$ cat src/rtl/buzzer_music_sequencer.sv
// Plays 12-bit note words (beats[11:8], tone[7:0]) from a registered-read ROM as a square wave.
// Define BUZZER_MUSIC_LOOP_EN to restart the song from its start address instead of finishing.
//
// state | meaning
// IDLE  | waiting for play_i
// FETCH | ROM read issued at r_addr
// LOAD  | ROM word valid; end marker check or note setup
// PLAY  | tone or rest for beats x BEAT_CYCLES clocks
// DONE  | one-cycle done_o pulse
module buzzer_music_sequencer #(
  parameter int ADDR_WIDTH  = 16,
  parameter int DATA_WIDTH  = 12,
  parameter int BEAT_CYCLES = 12500000,
  parameter int TONE_UNIT   = 100
) (
  input  logic                  clk,
  input  logic                  rst,
  input  logic                  play_i,
  input  logic                  stop_i,
  input  logic [ADDR_WIDTH-1:0] start_addr_i,
  output logic                  rom_en_o,
  output logic [ADDR_WIDTH-1:0] rom_addr_o,
  input  logic [DATA_WIDTH-1:0] rom_data_i,
  output logic                  buzzer_o,
  output logic                  busy_o,
  output logic                  done_o
);

  localparam int BCW = (BEAT_CYCLES > 1) ? $clog2(BEAT_CYCLES) : 1;
  localparam int TUW = (TONE_UNIT > 1) ? $clog2(TONE_UNIT) : 1;

  typedef enum logic [2:0] {
    S_IDLE,
    S_FETCH,
    S_LOAD,
    S_PLAY,
    S_DONE
  } state_t;

  state_t r_state;
  state_t w_next;

  logic [ADDR_WIDTH-1:0] r_addr;
  logic [ADDR_WIDTH-1:0] r_start;
  logic [3:0]            r_beats;
  logic [7:0]            r_tone;
  logic [7:0]            r_tone_cnt;
  logic [BCW-1:0]        r_beat_pre;
  logic [TUW-1:0]        r_unit_cnt;
  logic                  r_buzz;

  logic w_accept;
  logic w_end_marker;
  logic w_beat_wrap;
  logic w_last;
  logic w_addr_max;
  logic w_unit_tc;
  logic w_toggle;
  logic w_repeat;

  assign w_accept     = play_i && !stop_i;
  assign w_end_marker = (rom_data_i[11:8] == 4'd0);
  assign w_beat_wrap  = (r_beat_pre == BCW'(BEAT_CYCLES - 1));
  assign w_last       = w_beat_wrap && (r_beats == 4'd1);
  assign w_addr_max   = &r_addr;
  assign w_unit_tc    = (r_unit_cnt == '0);
  assign w_toggle     = (r_tone != 8'd0) && w_unit_tc && (r_tone_cnt == 8'd0);

`ifdef BUZZER_MUSIC_LOOP_EN
  assign w_repeat = 1'b1;
`else
  assign w_repeat = 1'b0;
`endif

  always_ff @(posedge clk) begin
    if (rst) r_state <= S_IDLE;
    else     r_state <= w_next;
  end

  always_comb begin
    w_next = r_state;
    case (r_state)
      S_IDLE:  if (w_accept) w_next = S_FETCH;
      S_FETCH: w_next = S_LOAD;
      S_LOAD: begin
        if (!w_end_marker) w_next = S_PLAY;
        else               w_next = w_repeat ? S_FETCH : S_DONE;
      end
      S_PLAY: begin
        if (w_last) w_next = (w_addr_max && !w_repeat) ? S_DONE : S_FETCH;
      end
      S_DONE:  w_next = S_IDLE;
      default: w_next = S_IDLE;
    endcase
    // Abort wins over every transition above
    if (stop_i && (r_state != S_IDLE)) w_next = S_IDLE;
  end

  always_ff @(posedge clk) begin
    if (rst) begin
      r_addr     <= '0;
      r_start    <= '0;
      r_beats    <= '0;
      r_tone     <= '0;
      r_tone_cnt <= '0;
      r_beat_pre <= '0;
      r_unit_cnt <= '0;
      r_buzz     <= 1'b0;
    end else begin
      case (r_state)
        S_IDLE: begin
          if (w_accept) begin
            r_addr  <= start_addr_i;
            r_start <= start_addr_i;
          end
        end
        S_LOAD: begin
          r_beats    <= rom_data_i[11:8];
          r_tone     <= rom_data_i[7:0];
          r_tone_cnt <= rom_data_i[7:0] - 8'd1;
          r_beat_pre <= '0;
          r_unit_cnt <= TUW'(TONE_UNIT - 1);
          r_buzz     <= 1'b0;
          if (w_next == S_FETCH) r_addr <= r_start;
        end
        S_PLAY: begin
          if (w_beat_wrap) begin
            r_beat_pre <= '0;
            r_beats    <= r_beats - 4'd1;
          end else begin
            r_beat_pre <= r_beat_pre + BCW'(1);
          end
          // Half-period = tone units of TONE_UNIT clocks, counted without a multiplier
          if (w_unit_tc) begin
            r_unit_cnt <= TUW'(TONE_UNIT - 1);
            r_tone_cnt <= (r_tone_cnt == 8'd0) ? (r_tone - 8'd1) : (r_tone_cnt - 8'd1);
          end else begin
            r_unit_cnt <= r_unit_cnt - TUW'(1);
          end
          if (w_toggle) r_buzz <= ~r_buzz;
          if (w_next == S_FETCH) r_addr <= w_addr_max ? r_start : (r_addr + ADDR_WIDTH'(1));
        end
        default: ;
      endcase
    end
  end

  assign rom_en_o   = (r_state == S_FETCH);
  assign rom_addr_o = r_addr;
  assign busy_o     = (r_state != S_IDLE);
  assign done_o     = (r_state == S_DONE);
  assign buzzer_o   = (r_state == S_PLAY) && r_buzz;

endmodule

$ cat config.mk
export PLATFORM = sky130hd
export DESIGN_NAME = buzzer_music_sequencer
export DESIGN_NICKNAME = d
export VERILOG_FILES = /design/src/rtl/buzzer_music_sequencer.sv
export SDC_FILE = /design/constraint.sdc
export NUM_CORES = 1
export LEC_CHECK = 0
export BUFFER_PORTS_ARGS = -buffer_cell sky130_fd_sc_hd__buf_2
export CORE_ASPECT_RATIO = 0.6
export CORE_MARGIN = 3
export CORE_UTILIZATION = 56
export DETAILED_ROUTE_END_ITERATION = 7
export PLACE_DENSITY = 0.77
export SYNTH_ARGS = -nofsm -noshare
export SYNTH_HDL_FRONTEND = slang
export SYNTH_SLANG_ARGS = --single-unit
$ cat constraint.sdc
create_clock -name clk -period 2.7 [get_ports clk]
set_input_delay 0.135 -clock clk [delete_from_list [all_inputs] [get_ports clk]]
set_output_delay 0.135 -clock clk [all_outputs]
set_load 0.02 [all_outputs]
==> results of run 1 <==
[layout make-up]
class / count / area, um^2 / share of cell area
multi-input cells: 479 / 2820 / 0.521
flip-flops and latches: 87 / 1740 / 0.322
repair buffers: 63 / 358 / 0.0661
clock buffers: 10 / 229 / 0.0423
well taps: 108 / 135 / 0.0250
clock inverters: 6 / 85.1 / 0.0157
inverters: 11 / 41.3 / 0.00763
[layer usage]
layer | part of all wire | vias to the layer above | track usage
li1 | - | 2305 | -
met1 | 0.47 | 2203 | 0.402
met2 | 0.42 | 239 | 0.404
met3 | 0.095 | 21 | 0.0633
met4 | 0.011 | 0 | 0.0833
met5 | 0 | - | 0
[worst reg2reg max path: cells and delay by family, from the launching register on]
kind            cells  cell delay, ns
compound gates      2            0.27
fa+ha+maj           1            0.36
buf+inv             1            0.14
flops               1            0.41
mux                 1            0.32
simple gates        2            0.70
[sequential cells by signal, summed over array words and instances (netlist names)]
register	flops
r_beat_pre	24
r_start	16
rom_addr_o	16
r_tone	8
r_tone_cnt	8
r_unit_cnt	7
r_beats	4
r_state	3
r_buzz	1
[final timing paths]
check / to / slack, ns / cells after the start
max reg2reg: rom_addr_o[14]$_SDFFE_PP0P_ / 0.38 / 7
min: r_start[5]$_SDFFE_PP0P_ / 0.04 / 3
max: rom_addr_o[14]$_SDFFE_PP0P_ / 0.38 / 7
min reg2reg: r_start[9]$_SDFFE_PP0P_ / 0.46 / 2
[kinds of logic (layout without fill, tap and decap cells)]
| group | Yosys count | in the layout |
|---|---|---|
| mux | 1 | 1 |
| fa+ha+maj | 6 | 6 |
| xor+xnor | 26 | 26 |
| buf+inv | 47 | 90 |
| compound gates | 183 | 183 |
| simple gates | 263 | 263 |
| flops | 87 | 87 |
[placed cells by master, fill, tap and decap left out, types with 4 or more instances in the layout]
cell / count
nor2_1: 65
o21ai_0: 35
ha_1: 6
nor4_1: 13
buf_2: 51
inv_1: 10
and3_1: 8
a31oi_1: 11
or3_1: 4
a21oi_1: 73
xnor2_1: 15
a311oi_1: 11
a22oi_1: 5
nor3_1: 20
and2_1: 6
and4_1: 7
a211oi_1: 15
o211ai_1: 5
dfxtp_1: 87
buf_4: 11
nand2_1: 88
nand4_1: 6
clkbuf_16: 9
xor2_1: 11
nand3_1: 16
[through the flow]
step | instance area (um^2) | util | worst slack, ns
after floorplan | 4770 | - | 0.427
after global placement | 5100 | 0.632 | 0.510
after detailed placement | 5100 | 0.632 | 0.428
after CTS | 5410 | 0.671 | 0.410
after global routing | 5410 | 0.671 | 0.217
final | 5410 | 0.671 | 0.375
[power breakdown]
part           internal (W)  leakage [nW]  total [W]  switching, W
sequential          0.00134         0.707    0.00143     0.0000803
combinational      0.000182          1.03   0.000502      0.000320
clock              0.000807         0.148    0.00132      0.000511
==> run metrics, run 1 <==
post-route DRC violation count 0; max capacitance violation total 0; Lkg Pwr 1.88 nW; via count of the first global-routing pass 4525; Worst Min Path Start start_addr_i[5]; time the worst path needs with I/O delays and setup 2.32 ns; number of buffers created by CTS 9; power per cell area 600 mW/mm^2; largest incremental delay on the critical path 0.58 ns; Placed Cells incl. Taps 748; total nets after synthesis 651; number of antenna violations at the first check in global routing 0; number of endpoints with negative hold slack in the final report 0; total power draw 0.00325 W; yosys synthesis warning count 0; average via count per standard cell 6.24; unrepaired setup endpoints after global routing false; largest net degree at the start of global routing 64; number of DRC markers after the initial detailed-route iteration 581; fraction of layout instances using a drive strength above 1 0.145; average instance area after synthesis 7.78 um^2; capturing element type of the critical path flop; largest clock skew in the final design 0.00786 ns; area grow syn2layout 13.5%; number of storage elements in the synthesis netlist 87; Hold/Removal Path Class in -> reg; wirelength, routed 13.0 mm; cell with the largest stage delay on the worst path or4_4; synth top area cells dfxtp_1, a21oi_1, nand2_1; Antenna Violating Nets Remaining 0; family with the most delay on the worst path simple AND/OR/NAND/NOR gates; worst path buffer plus inverter count 1; standard-cell rows 25; number of buffers on the longest clock path 2; starting utilization of the core area 0.591; worst relative slew slack 0.504; TritonCTS clock tree done; sequential element share of the synthesized area 0.365; Filler cells 681; achievable clock frequency 430 MHz; count of input and output buffers 51; global router's overall resource usage 0.275; worst setup path startpoint rom_addr_o[0]$_SDFFE_PP0P_; worst slew pin tran 0.744 ns; share of the clock period used by the worst path 0.861; horizontal die dimension 125 um; Clock Tree Root clkbuf_16; Core Box Area 0.00807 mm^2; fraction of synthesis flops using an asynchronous set or reset pin 0; final-stage net count 689; Die Height 77.5 um; type of origin of the critical path flop; peak ir drop on the vdd network 0.411 mV; fraction of synthesized cell area in xor and xnor cells 0.0477; worst r2r src rom_addr_o[0]$_SDFFE_PP0P_; most frequently used cell type in the post-synthesis netlist nand2_1; number of H-tree levels 3; synthesized-area fraction occupied by and/or/nand/nor cells 0.283; Clk pin slew, worst setup/hold paths 0.06 ns; non-filler instance count after layout 764; cell breakdown of the critical path ha_1 -> inv_1 -> or4_4 -> nor2_1 -> mux2_1 -> o221ai_1 -> a21oi_1; setup tns final 0 ns; outcome finished clean; area share of fa/ha/maj cells after synthesis 0.0157; minimum hold slack 0.0364 ns; main combinational cell family by area after synthesis simple AND/OR/NAND/NOR gates; hold buffers post-CTS 0; Clock Latency Late Sink 0.34 ns; wire length of the first global-routing pass 22.1 mm; number of distinct library cells after synthesis 65; portion of synthesized cell area occupied by the leading cell type 0.365; WS Path Type reg -> reg; data required time of the worst path 2.92 ns; number of cells produced by synthesis 613; die area 0.00970 mm^2; Post CTS Setup Buffer Count 0; average detailed-routed wire length per instance 17.1 um; cell area after synthesis 0.00477 mm^2; number of flops mapped to enable cells by yosys 0; share of the synthesized area in compound gates (AO/OA/AOI/OAI) 0.242; count of pins on the block boundary 52; gr ovfl total 0; multiplexer area fraction after synthesis 0.00236; GP Congestion 0.996; maximum fanout along the worst path 6; crit path DAT 2.55 ns; count of vias placed by the detailed router 4768; cell type with the largest total area after synthesis dfxtp_1; CTS sink cnt 87; post-cts resize count 0; number of slew-limit violations in the final report 0; most numerous cell types in the synthesized netlist nand2_1, dfxtp_1, a21oi_1, nor2_1, o21ai_0; most common flop cell mapped by yosys dfxtp_1; number of antenna repair diodes 0; number of iterations in the first detailed-routing pass 7; HPWL after detailed placement 8.96 mm; final-report setup violation count 0
(Power assumes the default switching activity.)
==> run 2, diff against run 1 <==
- CORE_MARGIN: 3 -> 10
==> run metrics, run 2 (synthesized netlist as in run 1, its figures left out) <==
final-stage net count 690; number of antenna violations at the first check in global routing 0; outcome finished clean; largest net degree at the start of global routing 64; max capacitance violation total 0; global router's overall resource usage 0.207; Hold/Removal Path Class in -> reg; HPWL after detailed placement 9.36 mm; standard-cell rows 25; gr ovfl total 0; Clock Power Share 0.393; Int Power 0.00226 W; number of DRC markers after the initial detailed-route iteration 641; crit path DAT 2.70 ns; TritonCTS clock tree done; post-route DRC violation count 0; min setup slack post-route 0.244 ns; WS Path Type reg -> reg; Core Box Area 0.00807 mm^2; largest clock skew in the final design 0.00807 ns; wire length of the first global-routing pass 22.4 mm; post-placement setup slack 0.367 ns; worst relative slew slack 0.509; count of pins on the block boundary 52; horizontal die dimension 139 um; post-cts resize count 0; die area 0.0127 mm^2; GP Congestion 0.931; number of endpoints with negative hold slack in the final report 0; area grow syn2layout 13.3%; most common cell after layout, fill and taps aside nand2_1; share of the clock period used by the worst path 0.909; count of vias placed by the detailed router 4815; hold buffers post-CTS 0; Clock Tree Root clkbuf_16; number of iterations in the first detailed-routing pass 5; data required time of the worst path 2.95 ns; number of antenna repair diodes 0; Post CTS Setup Buffer Count 0; CTS sink cnt 87; average detailed-routed wire length per instance 17.7 um; final-report setup violation count 0; time the worst path needs with I/O delays and setup 2.46 ns; number of slew-limit violations in the final report 0; most used cells in the layout excluding fill and tap cells nand2_1, dfxtp_1, a21oi_1, nor2_1, buf_2; sequential cell fraction of total power 0.448; number of flip-flops in the largest register 24; capturing element type of the critical path flop; count of input and output buffers 51; wirelength, routed 13.5 mm; achievable clock frequency 407 MHz; switching portion of total power 0.288; type of origin of the critical path flop; fraction of layout instances using a drive strength above 1 0.146; Logic pwr share 0.159; number of buffers on the longest clock path 2; number of H-tree levels 3; Lkg Pwr 1.88 nW; register bank with the most flops r_beat_pre; via count of the first global-routing pass 4394; total power draw 0.00318 W; number of buffers created by CTS 9; unrepaired setup endpoints after global routing false; setup tns final 0 ns; starting utilization of the core area 0.591; worst slew pin tran 0.736 ns; power per cell area 589 mW/mm^2; maximum fanout along the worst path 12; Sw Pwr 0.000917 W; Clock Latency Late Sink 0.35 ns; Clk pin slew, worst setup/hold paths 0.06 ns; average via count per standard cell 6.30; slack of the worst reg-to-reg path 0.24 ns; peak ir drop on the vdd network 0.305 mV; Die Height 91.5 um; Antenna Violating Nets Remaining 0
## run 2: changes by cell type in the layout (fill, tap and decap cells not counted), sizes merged
cell    delta
buf        +1
bufinv     -1
## run 2: worst max-delay path, stage by stage (launching register included)
cell and delay (ns):
dfxtp_1 0.51, nand3b_1 0.19, buf_4 0.22, a311oi_1 0.39
o22ai_1 0.23, nor4_1 0.37, xor2_1 0.15, a211oi_1 0.29
## run 2: path summary, 6_finish.rpt
kind | startpoint | cells after the start | to
setup / recovery | r_state[1]$_SDFF_PP0_ | 7 | r_tone_cnt[6]$_SDFFE_PP0P_
hold / removal | start_addr_i[9] | 3 | r_start[9]$_SDFFE_PP0P_
setup reg to reg | r_state[1]$_SDFF_PP0_ | 7 | r_tone_cnt[6]$_SDFFE_PP0P_
hold reg to reg | r_start[11]$_SDFFE_PP0P_ | 2 | r_start[11]$_SDFFE_PP0P_
## run 2: cell type report
type                    instances  area (um^2)
well taps                     108          135
clock buffers                  10          239
flip-flops and latches         87         1740
repair buffers                 64          365
clock inverters                 5         58.8
inverters                      11         41.3
fillers                       675         2670
multi-input cells             479         2820
## run 2: stage by stage
step	instance area, um^2	instances	hold slack [ns]	utilization
6_report	5400	764	0.0382	0.669
5_1_grt	5400	764	0.0431	0.669
4_1_cts	5400	764	0.0290	0.669
3_5_place_dp	5100	749	0.398	0.633
3_3_place_gp	5100	749	0.387	0.633
2_1_floorplan	4770	613	0.271	-
## run 2: per-layer routing
layer | global-route usage | routed length, um
met1 | 0.296 | 6400
met2 | 0.290 | 5570
met3 | 0.0629 | 1380
met4 | 0.0614 | 188
met5 | 0 | 0
## run 2: power by group through the flow
stage	Combinational [W]	Sequential, W	Clock [W]
4_1_cts	0.000496	0.00142	0.00127
2_1_floorplan	0.000333	0.00145	0
5_1_grt	0.000554	0.00143	0.00132
3_3_place_gp	0.000480	0.00145	0
3_5_place_dp	0.000492	0.00145	0
6_report	0.000504	0.00143	0.00125
==> run 3, diff against run 2 <==
--- a/config.mk
+++ b/config.mk
@@ -8,7 +8,9 @@
 export BUFFER_PORTS_ARGS = -buffer_cell sky130_fd_sc_hd__buf_2
+export CELL_PAD_IN_SITES_DETAIL_PLACEMENT = 1
+export CELL_PAD_IN_SITES_GLOBAL_PLACEMENT = 1
 export CORE_ASPECT_RATIO = 0.6
 export CORE_MARGIN = 10
-export CORE_UTILIZATION = 56
+export CORE_UTILIZATION = 44
 export DETAILED_ROUTE_END_ITERATION = 7
-export PLACE_DENSITY = 0.77
+export PLACE_DENSITY_LB_ADDON = 0.1
 export SYNTH_ARGS = -nofsm -noshare
==> constraint.sdc (replaced) <==
create_clock -name clk -period 2.7 [get_ports clk]
set_input_delay 0.54 -clock clk [delete_from_list [all_inputs] [get_ports clk]]
set_output_delay 0.54 -clock clk [all_outputs]
set_load 0.02 [all_outputs]
==> run metrics, run 3 (synthesized netlist as in run 1, its figures left out) <==
TritonCTS clock tree done; area grow syn2layout 14.2%; unrepaired setup endpoints after global routing false; achievable clock frequency 409 MHz; maximum fanout along the worst path 8; post-cts resize count 0; fin area 0.00545 mm^2; crit path DAT 2.66 ns; number of endpoints with negative hold slack in the final report 0; Core Box Area 0.0106 mm^2; power per cell area 586 mW/mm^2; data required time of the worst path 2.92 ns; capturing element type of the critical path flop; number of DRC markers after the initial detailed-route iteration 347; Lkg Pwr 1.90 nW; hold buffers post-CTS 0; min setup slack post-route 0.254 ns; wire length of the first global-routing pass 25.6 mm; wirelength, routed 15.5 mm; CTS sink cnt 87; Hold/Removal Path Class in -> reg; number of iterations in the first detailed-routing pass 5; Clock Latency Late Sink 0.35 ns; minimum hold slack 0.441 ns; HPWL after detailed placement 11.1 mm; worst relative slew slack 0.498; largest net degree at the start of global routing 64; max capacitance violation total 0; post-placement setup slack 0.338 ns; largest clock skew in the final design 0.00620 ns; GP Congestion 0.863; average via count per standard cell 6.06; number of slew-limit violations in the final report 0; number of buffers created by CTS 9; count of pins on the block boundary 52; number of antenna violations at the first check in global routing 0; number of buffers on the longest clock path 2; worst slew pin tran 0.753 ns; Antenna Violating Nets Remaining 0; starting utilization of the core area 0.452; die area 0.0155 mm^2; Die Height 101 um; share of the core filled with cells in the final layout 0.516; Clk pin slew, worst setup/hold paths 0.07 ns; final-stage net count 695; average detailed-routed wire length per instance 19.4 um; Placed Area 0.00517 mm^2; fraction of layout instances using a drive strength above 1 0.150; horizontal die dimension 154 um; Post CTS Setup Buffer Count 0; Clock Tree Root clkbuf_16; number of antenna repair diodes 0; register bank with the most flops r_beat_pre; WS Path Type reg -> reg; number of H-tree levels 3; share of the clock period used by the worst path 0.906; peak ir drop on the vdd network 0.353 mV; outcome finished clean; most common cell after layout, fill and taps aside nand2_1; setup tns final 0 ns; type of origin of the critical path flop; count of input and output buffers 51; global router's overall resource usage 0.199; via count of the first global-routing pass 4854; most used cells in the layout excluding fill and tap cells nand2_1, dfxtp_1, a21oi_1, nor2_1, buf_2; time the worst path needs with I/O delays and setup 2.45 ns; count of vias placed by the detailed router 4846; post-route DRC violation count 0; final-report setup violation count 0; gr ovfl total 0; number of flip-flops in the largest register 24; standard-cell rows 29
-- run 3: cell types whose count changed in the layout (fill, tap and decap cells not counted) --
cell	change
buf_12	-1
buf_4	+6
clkbuf_1	+2
clkbuf_8	-1
clkinv_2	+1
clkinv_4	-1
clkinvlp_4	-1
-- run 3: area by class of cell --
type	count	area, um^2
flip-flops and latches	87	1740
multi-input cells	479	2820
clock buffers	11	233
repair buffers	69	390
well taps	139	174
fillers	1320	5110
inverters	11	41.3
clock inverters	4	47.5
-- run 3: metrics by stage --
step	total power [W]	cells
2_1_floorplan	0.00178	613
3_3_place_gp	0.00195	785
3_5_place_dp	0.00196	785
4_1_cts	0.00320	800
5_1_grt	0.00333	800
6_report	0.00319	800
-- run 3: metal layers --
layer,up-vias,GRT usage,routed length [um]
met5,-,0,0
met4,0,0.0550,153
met3,15,0.0422,684
met2,103,0.294,6660
met1,2412,0.284,7980
li1,2316,-,-
-- run 3: worst max-delay path, stage by stage (launching register included) --
cell and delay, ns:
dfxtp_1 0.49, nand4_2 0.33, or4_4 0.64, nor2_1 0.12, mux2_1 0.35, o221ai_1 0.25
a21oi_1 0.12
-- run 3: final timing paths --
| kind | slack, ns | depth (start not counted) | start | to |
|---|---|---|---|---|
| hold / removal | 0.44 | 3 | start_addr_i[4] | r_start[4]$_SDFFE_PP0P_ |
| setup reg to reg | 0.25 | 6 | rom_addr_o[3]$_SDFFE_PP0P_ | rom_addr_o[14]$_SDFFE_PP0P_ |
| hold reg to reg | 0.46 | 2 | r_start[11]$_SDFFE_PP0P_ | r_start[11]$_SDFFE_PP0P_ |
| setup / recovery | 0.25 | 6 | rom_addr_o[3]$_SDFFE_PP0P_ | rom_addr_o[14]$_SDFFE_PP0P_ |
-- run 3: power breakdown --
part | switching [W] | total (W) | internal, W
Combinational | 0.000331 | 0.000518 | 0.000187
Sequential | 0.0000809 | 0.00143 | 0.00134
Clock | 0.000537 | 0.00125 | 0.000711
Total | 0.000948 | 0.00319 | 0.00224
